--- config.mk ---
export PLATFORM = sky130hd
export DESIGN_NAME = yarp_lsu
export DESIGN_NICKNAME = d
export VERILOG_FILES = /design/src/rtl/yarp_lsu.sv
export SDC_FILE = /design/constraint.sdc
export NUM_CORES = 1
export LEC_CHECK = 0
export BUFFER_PORTS_ARGS = -buffer_cell sky130_fd_sc_hd__buf_2
export CORE_MARGIN = 5
export CORE_UTILIZATION = 40
export DETAILED_ROUTE_END_ITERATION = 8
export GPL_TIMING_DRIVEN = 0
export HOLD_SLACK_MARGIN = 0.05
export PLACE_DENSITY = 0.69
export SYNTH_ARGS = -nofsm -noshare
export SYNTH_HDL_FRONTEND = slang
export SYNTH_SLANG_ARGS = --single-unit
--- constraint.sdc ---
create_clock -name clk -period 2.6 [get_ports clk]
set_clock_uncertainty 0.15 [all_clocks]
set_input_delay 0.13 -clock clk [delete_from_list [all_inputs] [get_ports clk]]
set_output_delay 0.13 -clock clk [all_outputs]
set_load 0.02 [all_outputs]
--- src/rtl/yarp_lsu.sv ---
// Load/store unit: one memory access per instruction over a req/gnt/rvalid port.
// The core is stalled from accept until retire; loads are sign- or zero-extended.
module yarp_lsu #(
  parameter int ADDR_W = 32,
  parameter int XLEN   = 32
) (
  input  logic              clk,
  input  logic              reset_n,
  input  logic              data_req_i,
  input  logic [1:0]        data_byte_i,
  input  logic              data_wr_i,
  input  logic              zero_extnd_i,
  input  logic [ADDR_W-1:0] addr_i,
  input  logic [XLEN-1:0]   wr_data_i,
  output logic              mem_req_o,
  output logic              mem_we_o,
  output logic [ADDR_W-1:0] mem_addr_o,
  output logic [3:0]        mem_be_o,
  output logic [XLEN-1:0]   mem_wdata_o,
  input  logic              mem_gnt_i,
  input  logic              mem_rvalid_i,
  input  logic [XLEN-1:0]   mem_rdata_i,
  output logic              stall_o,
  output logic              rd_valid_o,
  output logic [XLEN-1:0]   rd_data_o,
  output logic              misaligned_o
);

  localparam logic [1:0] ST_IDLE = 2'd0;
  localparam logic [1:0] ST_REQ  = 2'd1;
  localparam logic [1:0] ST_RESP = 2'd2;
  localparam logic [1:0] ST_DONE = 2'd3;

  logic [1:0]        state_q, state_d;
  logic [1:0]        off_q, size_q;
  logic              wr_q, zext_q;
  logic [ADDR_W-1:0] addr_q;
  logic [3:0]        be_q, be_d;
  logic [XLEN-1:0]   wdata_q, wdata_d;
  logic [XLEN-1:0]   rd_data_q, load_ext;
  logic [XLEN-1:0]   shifted;
  logic              aligned, accept;

  always_comb begin
    aligned = 1'b1;
    be_d    = 4'b1111;
    wdata_d = wr_data_i;
    case (data_byte_i)
      2'b00: begin
        be_d    = 4'b0001 << addr_i[1:0];
        wdata_d = {4{wr_data_i[7:0]}};
      end
      2'b01: begin
        aligned = ~addr_i[0];
        be_d    = 4'b0011 << {addr_i[1], 1'b0};
        wdata_d = {2{wr_data_i[15:0]}};
      end
      default: aligned = (addr_i[1:0] == 2'b00);
    endcase
  end

  assign accept       = (state_q == ST_IDLE) && data_req_i && aligned;
  assign misaligned_o = (state_q == ST_IDLE) && data_req_i && !aligned;

  // Move the addressed lane down to bit 0, then extend from the access width.
  assign shifted = mem_rdata_i >> {off_q, 3'b000};

  always_comb begin
    case (size_q)
      2'b00:   load_ext = {{(XLEN-8){~zext_q & shifted[7]}}, shifted[7:0]};
      2'b01:   load_ext = {{(XLEN-16){~zext_q & shifted[15]}}, shifted[15:0]};
      default: load_ext = mem_rdata_i;
    endcase
  end

  always_comb begin
    state_d = state_q;
    case (state_q)
      ST_IDLE: if (accept) state_d = ST_REQ;
      ST_REQ:  if (mem_gnt_i) state_d = wr_q ? ST_DONE : ST_RESP;
      ST_RESP: if (mem_rvalid_i) state_d = ST_DONE;
      default: state_d = ST_IDLE;
    endcase
  end

  always_ff @(posedge clk or negedge reset_n) begin
    if (!reset_n) begin
      state_q   <= ST_IDLE;
      off_q     <= '0;
      size_q    <= '0;
      wr_q      <= 1'b0;
      zext_q    <= 1'b0;
      addr_q    <= '0;
      be_q      <= '0;
      wdata_q   <= '0;
      rd_data_q <= '0;
    end else begin
      state_q <= state_d;
      if (accept) begin
        off_q   <= addr_i[1:0];
        size_q  <= data_byte_i;
        wr_q    <= data_wr_i;
        zext_q  <= zero_extnd_i;
        addr_q  <= {addr_i[ADDR_W-1:2], 2'b00};
        be_q    <= be_d;
        wdata_q <= wdata_d;
      end
      if ((state_q == ST_RESP) && mem_rvalid_i) rd_data_q <= load_ext;
    end
  end

  assign mem_req_o   = (state_q == ST_REQ);
  assign mem_we_o    = wr_q;
  assign mem_addr_o  = addr_q;
  assign mem_be_o    = be_q;
  assign mem_wdata_o = wdata_q;
  assign stall_o     = accept || (state_q == ST_REQ) || (state_q == ST_RESP);
  assign rd_valid_o  = (state_q == ST_DONE);
  assign rd_data_o   = rd_data_q;

endmodule

==> summary.md <==
| Metric | Value |
|---|---|
| Status | finished, final reports clean |
| DR vias | 4837 |
| Starting DRT DRC Count | 272 |
| Worst skew pair latency | 0.35 ns |
| Final Hold Vio Count | 0 |
| Mean Syn Cell Area | 10.6 sq um |
| Clk slew on worst S/H paths | 0.07 ns |
| GR Overflow Total | 0 |
| Slew margin rel. | 53.7% |
| Share of cells above drive strength 1 | between 30% and 40% |
| Drt first pass iters | 4 |
| Worst Tran Pin Value | slightly below 0.7 ns |
| Row count | 40 |
| Final WL | roughly 17000 um |
| TritonCTS clock tree | built |
| Critical path type | reg -> reg |
| Final ANT Viol Nets | 0 |
| Lkg Pwr | 0.00385 uW |
| Setup violators final | 0 |
| Clock sinks | 106 |
| CTS Buf Count | 9 |
| Half-perimeter wire length after placement | 11700 um |
| Max-Cap Viols | 0 |
| Worst r2r path cells | 7 |
| RSZ-0062 raised after global routing | no |
| Synth Cell Area | 4980 sq um |
| Worst IR Drop VDD | 0.000656 V |
| CP max FO | 19 |
| PwrDens | ~1100 nW/um^2 |
| IO buf count | between 200 and 250 |
| Number of flops mapped to enable cells by yosys | 0 |
| Setup TNS Final | 0 ns |
| Clk buf depth | 2 |
| Min cycle time layout | 2.35 ns |
| HP Class | in -> reg |
| Antenna violations before repair | 1 |
| Top FF cell, synth | dfrtp_1 |
| Unique cell type count in the Yosys netlist | 39 |
| Die Area | 14800 sq um |
| Root Driver | clkbuf_16 |
| Filler instances | 954 |
| GPL Wtd Cong | roughly 0.91 |
| Slew Limit Fails | 0 |
| Die width | 122 um |
| Post-route non-filler standard cell count | 963 |
| FF+latch area | 2650 sq um |
| I/O pin count | 210 |
| Inst Count DP | 848 |
| Fin util | 62.4% |
| First-pass GRT wire length | roughly 27000 um |
| Period utilization | 90.3% |
| Max Fclk | between 400 and 500 MHz |
| Core area | roughly 12000 sq um |
| Mapped Cells | 471 |
| Total track usage | approximately 23% |
| Crit path from | state_q[0]$_DFFE_PN0P_ |
| Multi-input logic area | 2140 sq um |
| WL per Instance | 17.5 um |
| WHS Path Cells | 4 |
| Area grow syn2layout | 51.6% |
| Worst path arrival time | 2.43 ns |
| Hold path start | mem_gnt_i |
| DRC Markers | 0 |
| Initial Util | approximately two fifths |
| Worst setup EP type | flop |
| Die Height | approximately 120 um |
| Synth warn | 0 |
| CP Data Required Time | 2.69 ns |
| Avg Vias per Cell | 5.02 |
| Seq/Total Area, Yosys | 53.2% |
| Worst r2r src | state_q[0]$_DFFE_PN0P_ |
| Pin count of the biggest net entering global routing | between 70 and 80 |
| Layout Nets | 898 |
| Setup bufs post-CTS | 0 |
| Post-synth ARST share | 100% |
| Vias in the first global route | roughly 5000 |
| Worst setup SP type | flop |
| H-tree depth | 3 |
| Synthesized flop and latch total | 106 |
## state kept, by name, indices dropped and copies added, names as in the netlist, 2 cells and up
signal / cells
mem_addr_o: 30
mem_be_o: 4
off_q: 2
rd_data_o: 32
size_q: 2
state_q: 2
mem_wdata_o: 32
## cell usage after synthesis, types with 2 or more instances
cell         n  area (sq um)
dfrtp_1    106          2650
nand2_1     70           263
mux2_2      43           484
o21ai_0     43           215
mux2i_1     32           320
nor2_1      29           109
nand3_1     22           110
a21oi_1     19          95.1
clkbuf_1    18          67.6
nand3_2     10           100
a2bb2oi_1    8          70.1
a21o_1       7          52.6
buf_2        7          35.0
inv_1        7          26.3
o22ai_1      7          43.8
buf_1        6          22.5
buf_4        4          30.0
ha_1         4          50.1
mux2_1       3          33.8
nand2b_1     3          18.8
o21ai_1      3          15.0
nor2_2       2          12.5
nor3_1       2          10.0
## layout make-up
type,count,share of cell area [%]
flip-flops and latches,106,35.1
diodes,1,0.0331
inverters,7,0.348
plain buffers,35,2.15
multi-input cells,323,28.3
well taps,168,2.78
clock buffers,11,3.21
repair buffers,307,27.2
clock inverters,5,0.795
## final timing paths
path,end,slack [ns]
max,mem_addr_o[26]$_DFFE_PN0P_,0.25
min,state_q[1]$_DFFE_PN0P_,0.1
max reg2reg,mem_addr_o[26]$_DFFE_PN0P_,0.25
min reg2reg,mem_wdata_o[25]$_DFFE_PN0P_,0.32
max in group asynchronous,rd_data_o[13]$_DFFE_PN0P_,1.45
min in group asynchronous,rd_data_o[5]$_DFFE_PN0P_,0.15
## per-layer routing
metal	track usage [%]	up-vias	share of wire, %
met5	0	-	0
met1	26.4	2298	38
li1	-	2262	-
met3	7.34	33	10
met2	40.3	244	50
met4	9.73	0	2.8
## report_power, final
part | leakage [uW] | switching (uW) | internal, uW
clock | 0.000147 | 621 | 779
sequential | 0.00129 | 463 | 2440
combinational | 0.00241 | 2550 | 1600
total | 0.00385 | 3630 | 4820
## critical path, stage by stage, from the launching register on
cell	delay [ns]
dfrtp_1	0.40
inv_1	0.09
ha_1	0.24
nand2_1	0.08
o21bai_1	0.16
buf_2	0.39
buf_2	0.33
mux2_2	0.38
## placed cells by master (no fill, tap or decap), drive strengths merged, types with 2 or more instances in the layout
cell | synthesis | layout
buf | 18 | 225
dfrtp | 106 | 106
dlygate4sd3 | 0 | 99
nand2 | 70 | 70
mux2 | 46 | 46
o21ai | 46 | 46
mux2i | 32 | 32
nand3 | 32 | 32
nor2 | 31 | 31
clkbuf | 18 | 29
a21oi | 20 | 20
inv | 7 | 9
a2bb2oi | 8 | 8
a21o | 7 | 7
o22ai | 7 | 7
ha | 4 | 4
nand2b | 3 | 3
nor3 | 2 | 2
conb | 1 | 2
## repair_timing
action,4_1_cts,5_1_grt
resized for setup,0,0
hold endpoints to repair,169,0
hold buffers,99,0
endpoints found under the setup margin,1,0
## through the flow
stage	setup WS, ns	area, sq um	power (uW)	hold WS [ns]
floorplan	0.738	4990	5450	-0.316
detailed placement	0.338	6260	6910	-0.0309
global placement	0.101	6230	6770	0.211
finish	0.251	7560	8450	0.0980
global route	0.0818	7560	9000	0.113
CTS	0.202	7550	8460	0.0879
## kinds of logic after synthesis
logic type,synth area share [%]
AOI/OAI and AO/OA,11.3
xor gates and xnor gates,0.176
adders and majority gates,1.00
buffers and inverters,3.87
DFF,53.2
muxes,17.3
other,0.0752
and+or+nand+nor,13.1
Note: power is estimated with default switching activity, not from simulation.
